File: src/rtl/imem_loader_pkg.sv
// Shared types and constants for the boot-time IMEM loader.
package imem_loader_pkg;

    typedef enum logic [2:0] {
        IDLE,
        LEN_HI,
        LEN_LO,
        DATA,
        WRITE,
        DONE,
        ERROR
    } state_t;

    localparam int unsigned HDR_BYTES  = 2;
    localparam int unsigned WORD_BYTES = 4;

endpackage

File: src/rtl/imem_loader_if.sv
// Byte-stream input and IMEM write port of the loader; slave is the loader side.
interface imem_loader_if;

    logic [7:0]  byte_data;
    logic        byte_valid;
    logic        byte_ready;
    logic        mem_we;
    logic [31:0] mem_addr;
    logic [31:0] mem_wdata;

    modport slave (
        input  byte_data, byte_valid,
        output byte_ready, mem_we, mem_addr, mem_wdata
    );

    modport master (
        output byte_data, byte_valid,
        input  byte_ready, mem_we, mem_addr, mem_wdata
    );

endinterface

File: src/rtl/imem_loader_byte_packer.sv
// Packs big-endian stream bytes into a 32-bit word; flags the accept that completes it.
module byte_packer
    import imem_loader_pkg::*;
(
    input  logic        clk,
    input  logic        nrst,
    input  logic        i_clear,
    input  logic        i_accept,
    input  logic [7:0]  i_byte,
    output logic [31:0] o_word,
    output logic        o_word_full
);

    logic [1:0]  r_cnt;
    logic [31:0] r_shift;

    always_ff @(posedge clk or negedge nrst) begin
        if (!nrst) begin
            r_cnt   <= '0;
            r_shift <= '0;
        end else if (i_clear) begin
            r_cnt   <= '0;
            r_shift <= '0;
        end else if (i_accept) begin
            r_cnt   <= r_cnt + 2'd1;
            r_shift <= {r_shift[23:0], i_byte};
        end
    end

    assign o_word_full = i_accept && (r_cnt == 2'(WORD_BYTES - 1));
    assign o_word      = r_shift;

endmodule

File: src/rtl/imem_loader.sv
// Boot loader: parses a 16-bit word-count header, writes packed words to IMEM,
// and holds the core in reset until the image is complete.
module imem_loader
    import imem_loader_pkg::*;
#(
    parameter int unsigned ADDR_WIDTH = 8
) (
    input  logic                clk,
    input  logic                nrst,
    imem_loader_if.slave        bus,
    input  logic                start,
    output logic                cpu_nrst,
    output logic [ADDR_WIDTH:0] words_loaded,
    output logic                error
);

    localparam logic [16:0] CAPACITY = 17'(1) << ADDR_WIDTH;

    state_t              r_state;
    state_t              w_state_nxt;
    logic [15:0]         r_len;
    logic [ADDR_WIDTH:0] r_words;
    logic [31:0]         r_mem_addr;
    logic [31:0]         r_mem_wdata;

    logic                w_byte_ready;
    logic                w_accept;
    logic                w_data_accept;
    logic                w_clear;
    logic                w_word_full;
    logic [31:0]         w_word;
    logic [31:0]         w_wr_addr;
    logic [15:0]         w_len;
    logic [ADDR_WIDTH:0] w_words_inc;

    assign w_byte_ready  = (r_state == LEN_HI) || (r_state == LEN_LO) || (r_state == DATA);
    assign w_accept      = w_byte_ready && bus.byte_valid;
    assign w_data_accept = w_accept && (r_state == DATA);
    assign w_len         = {r_len[15:8], bus.byte_data};
    assign w_words_inc   = r_words + {{ADDR_WIDTH{1'b0}}, 1'b1};
    assign w_wr_addr     = 32'(r_words) << 2;

    byte_packer u_packer (
        .clk         (clk),
        .nrst        (nrst),
        .i_clear     (w_clear),
        .i_accept    (w_data_accept),
        .i_byte      (bus.byte_data),
        .o_word      (w_word),
        .o_word_full (w_word_full)
    );

    always_ff @(posedge clk or negedge nrst) begin
        if (!nrst) r_state <= IDLE;
        else       r_state <= w_state_nxt;
    end

    always_comb begin
        w_state_nxt = r_state;
        w_clear     = 1'b0;
        case (r_state)
            IDLE: begin
                w_state_nxt = LEN_HI;
                w_clear     = 1'b1;
            end
            LEN_HI: if (w_accept) w_state_nxt = LEN_LO;
            LEN_LO: begin
                if (w_accept) begin
                    if (w_len == 16'd0)                 w_state_nxt = DONE;
                    else if ({1'b0, w_len} > CAPACITY)  w_state_nxt = ERROR;
                    else                                w_state_nxt = DATA;
                end
            end
            DATA: if (w_word_full) w_state_nxt = WRITE;
            WRITE: begin
                if (16'(w_words_inc) == r_len) w_state_nxt = DONE;
                else                           w_state_nxt = DATA;
            end
            DONE, ERROR: begin
                if (start) begin
                    w_state_nxt = LEN_HI;
                    w_clear     = 1'b1;
                end
            end
            default: w_state_nxt = IDLE;
        endcase
    end

    always_ff @(posedge clk or negedge nrst) begin
        if (!nrst) begin
            r_len       <= '0;
            r_words     <= '0;
            r_mem_addr  <= '0;
            r_mem_wdata <= '0;
        end else begin
            if (w_accept && (r_state == LEN_HI)) r_len[15:8] <= bus.byte_data;
            if (w_accept && (r_state == LEN_LO)) r_len[7:0]  <= bus.byte_data;
            if (w_clear)                 r_words <= '0;
            else if (r_state == WRITE)   r_words <= w_words_inc;
            if (r_state == WRITE) begin
                r_mem_addr  <= w_wr_addr;
                r_mem_wdata <= w_word;
            end
        end
    end

    // Live values during WRITE, captured copies afterwards so the bus holds the last write.
    assign bus.mem_we     = (r_state == WRITE);
    assign bus.mem_addr   = (r_state == WRITE) ? w_wr_addr : r_mem_addr;
    assign bus.mem_wdata  = (r_state == WRITE) ? w_word    : r_mem_wdata;
    assign bus.byte_ready = w_byte_ready;
    assign cpu_nrst       = (r_state == DONE);
    assign error          = (r_state == ERROR);
    assign words_loaded   = r_words;

endmodule

File: src/flat_wrapper.sv
// flat-port wrapper written by rule: the top's interface ports become plain ports
module imem_loader_flat import imem_loader_pkg::*;
#(
    parameter int unsigned ADDR_WIDTH = 8
)
  (clk, nrst, start, cpu_nrst, words_loaded, error, bus_byte_data, bus_byte_valid, bus_byte_ready, bus_mem_we, bus_mem_addr, bus_mem_wdata);
  imem_loader_if bus_i ();
  input  logic clk;
  input  logic nrst;
  input  logic start;
  output logic cpu_nrst;
  output logic [ADDR_WIDTH:0] words_loaded;
  output logic error;
  input wire logic [$bits(bus_i.byte_data)-1:0] bus_byte_data;
  input wire logic [$bits(bus_i.byte_valid)-1:0] bus_byte_valid;
  output wire logic [$bits(bus_i.byte_ready)-1:0] bus_byte_ready;
  output wire logic [$bits(bus_i.mem_we)-1:0] bus_mem_we;
  output wire logic [$bits(bus_i.mem_addr)-1:0] bus_mem_addr;
  output wire logic [$bits(bus_i.mem_wdata)-1:0] bus_mem_wdata;
  assign bus_i.byte_data = bus_byte_data;
  assign bus_i.byte_valid = bus_byte_valid;
  assign bus_byte_ready = bus_i.byte_ready;
  assign bus_mem_we = bus_i.mem_we;
  assign bus_mem_addr = bus_i.mem_addr;
  assign bus_mem_wdata = bus_i.mem_wdata;
  imem_loader #(.ADDR_WIDTH(ADDR_WIDTH)) u_core (.clk(clk), .nrst(nrst), .bus(bus_i), .start(start), .cpu_nrst(cpu_nrst), .words_loaded(words_loaded), .error(error));
endmodule
File: config.mk
export PLATFORM = sky130hd
export DESIGN_NAME = imem_loader_flat
export DESIGN_NICKNAME = d
export VERILOG_FILES = /design/src/rtl/imem_loader_pkg.sv /design/src/rtl/imem_loader_if.sv /design/src/rtl/imem_loader_byte_packer.sv /design/src/rtl/imem_loader.sv /design/src/flat_wrapper.sv
export SDC_FILE = /design/constraint.sdc
export NUM_CORES = 1
export LEC_CHECK = 0
export CAP_MARGIN = 20
export CORE_ASPECT_RATIO = 1.1
export CORE_MARGIN = 5
export CORE_UTILIZATION = 40
export DETAILED_ROUTE_END_ITERATION = 7
export DONT_BUFFER_PORTS = 1
export GPL_ROUTABILITY_DRIVEN = 1
export PLACE_DENSITY_LB_ADDON = 0.2
export SLEW_MARGIN = 15
export SYNTH_ARGS = -nofsm -noshare
export SYNTH_HDL_FRONTEND = slang
export SYNTH_SLANG_ARGS = --single-unit
export TNS_END_PERCENT = 1
File: constraint.sdc
create_clock -name clk -period 2.8 [get_ports clk]
set_input_delay 0.56 -clock clk [delete_from_list [all_inputs] [get_ports clk]]
set_output_delay 0.56 -clock clk [all_outputs]
set_load 0.01 [all_outputs]
==> results.ini <==
[clock_tree]
ctsResizeCount=0
tritoncts=built
numCtsBuffers=17
cts_setup_buffers=0
clockBufferDepth=2
clkSinkCount=126
insertion_delay_ns=0.41
h-tree-depth=4
clk_root_buffer_cell=clkbuf_16
path_clk_slew_ns=0.05

[drt]
routed_via_density=5.19
antenna_left=0
num_vias=3259
wl_per_cell_um=17.2
totalWireLength_um=10800
first_pass_iters=4
drc=0
drtIter0Drc=159

[placement]
portBuffers=0
place_ws_ns=0.587
place_hpwl_um=7140
place_congestion=0.766

[sta]
skew_ns=0.00602
hold_violations=126
slew_headroom_pct=74.8
tns_ns=0
timing.hold.ws_ns=-0.148
rsz0062_at_grt=false
worstMarginPinSlew_ns=0.378
post-route-period-util_pct=93.9
period_minus_slack_ns=2.63
max_freq_mhz=380
finalMaxSlewViolations=0
fin_ws_ns=0.172
setup_violations=0

[logic_synthesis]
yosysWarnings=0
yosysTopAreaCell=dfrtp_1
synth-seq-cells=126
synth_edf_count=0
avgSynthCellArea_sq_um=11.6
yosysTopAreaCellShare_pct=59.7
syn_area_sq_um=5280
synth_area_leaders=dfrtp_1 (60%), mux2_2 (9.6%), nand2_1 (5.5%), nor2b_1 (3.4%), a21oi_1 (3.4%)
syn_inst=454
yosysMostFrequentCell=dfrtp_1
ys.flop_type=dfrtp_1
ys_seq_area_share_pct=59.7
synth_common_cells=dfrtp_1 (126), nand2_1 (78), mux2_2 (45)
async_reset_ff_share_pct=100
synth_nets=468
synth_cell_type_count=46

[power]
leakage_nw=2.79
cellPowerDensity_nw_per_um2=1050
ir_drop_uv=492
design_power_total_mw=6.33

[critical_path]
critical_path_class=reg2out
path_max_fanout=25
cp_cell_sequence=nor2_1, and2_4, buf_12, mux2_1
end_kind=primary output
rr_worst_depth=7
reg2reg_from=u_core.words_loaded[0]
r2r_slack_ns=0.62
cp_slowest_cell=dfrtp_1
worstPathRequired_ns=2.24
worst-endpoint-arrival_ns=2.07
rr_endpoint=u_core.r_state[1]
crit_path_start_kind=register
slowest_delay_ns=0.49

[grt]
first_global_vias=3331
grt-ovfl-total=0
grt_max_degree=127
grt_pass1_wl_um=17900
grt_use_total_pct=14.8
antenna_found_initial=0

[die]
coreArea_sq_um=13100
start_util_pct=40.3
die_area_sq_um=15600
io_pins=89
die_y_um=131
die_w_um=120
rows=44

[run_status]
violations=hold timing
outcome=finished, violations left

[layout]
syn_to_final_growth_pct=14.2
layout-drive-gt1-share_pct=19.7
num_antenna_cells=0
fin_util_pct=46.0
fin_nets=469

[hold_path]
hold_class=in2async

[flow_run]
drv_cap=0

-- worst max path at each step --
| stage | end | slack [ns] | startpoint | cells after the start |
|---|---|---|---|---|
| 5_1_grt | bus_mem_wdata[9] | 0.06 | u_core.r_state[0] | 4 |
| 3_3_place_gp | bus_mem_wdata[9] | 0.62 | u_core.r_state[0] | 4 |
| 3_5_place_dp | bus_mem_wdata[9] | 0.59 | u_core.r_state[0] | 4 |
| 4_1_cts | bus_mem_wdata[9] | 0.14 | u_core.r_state[0] | 4 |
| 6_report | bus_mem_wdata[9] | 0.17 | u_core.r_state[0] | 4 |
| 2_1_floorplan | bus_mem_addr[5] | 0.72 | u_core.r_state[1] | 6 |
-- sequential cells by signal (all words and copies together) (netlist names) --
register,flops
u_core.u_packer.o_word,32
u_core.r_state,3
u_core.u_packer.r_cnt,2
u_core.r_len,16
u_core.words_loaded,9
u_core.r_mem_wdata,32
u_core.r_mem_addr,32
-- layer usage --
layer / track usage, % / wire length (um) / vias to the layer above / part of all wire, %
li1: - / - / 1542 / -
met1: 18.8 / 4650 / 1613 / 43
met2: 21.9 / 4990 / 88 / 46
met3: 6.72 / 974 / 16 / 9.0
met4: 6.40 / 194 / 0 / 1.8
met5: 0 / 0 / - / 0
-- kinds of logic (layout without fill, tap and decap cells) --
group / after synthesis / in the layout / synth area share, %
buffers and inverters: 30 / 43 / 2.87
xor gates and xnor gates: 15 / 15 / 2.49
adders and majority gates: 2 / 2 / 0.474
DFF: 126 / 126 / 59.7
and+or+nand+nor: 158 / 158 / 14.5
AOI/OAI and AO/OA: 63 / 63 / 7.27
muxes: 60 / 60 / 12.7
-- power by group --
part	switching (mW)	total, mW	leakage, nW	internal, mW
sequential	0.359	2.62	1.70	2.26
clock	0.735	2.12	0.282	1.38
combinational	0.899	1.59	0.807	0.696
-- placed cells by master (no fill, tap or decap), types with 3 or more instances in the layout --
cell,count
nand2_1,78
clkbuf_16,17
xor2_1,7
o21ai_0,9
nand3_1,6
xnor2_1,8
mux2_1,12
a211oi_1,4
mux2_2,45
buf_4,6
dfrtp_1,126
clkbuf_1,3
nor2b_1,29
clkbuf_8,7
mux2i_1,3
nor4_1,3
nor2_1,19
and3_1,7
inv_1,3
a21oi_1,36
-- critical path, delay by kind of cell (launching register included) --
| family | cells | cell delay [ns] |
|---|---|---|
| and+or+nand+nor | 2 | 0.53 |
| DFF | 1 | 0.49 |
| muxes | 1 | 0.41 |
| buffers and inverters | 1 | 0.22 |
-- final cells by class --
cell class | instances | area [sq um]
fill | 1206 | 7070
sequential | 126 | 3150
multi-input combinational | 298 | 1990
clock buffer | 27 | 533
tap | 161 | 201
timing repair buffer | 8 | 85.1
clock inverter | 4 | 50.0
inverter | 4 | 15.0
-- stage by stage --
stage                     instances  hold WS (ns)  area [sq um]
after global routing            628        -0.171          6030
final                           628        -0.148          6030
after floorplan                 454         0.264          5280
after detailed placement        597         0.271          5450
after global placement          597         0.271          5450
after CTS                       628        -0.167          6030
No activity file was read; power rests on OpenSTA's default activity.
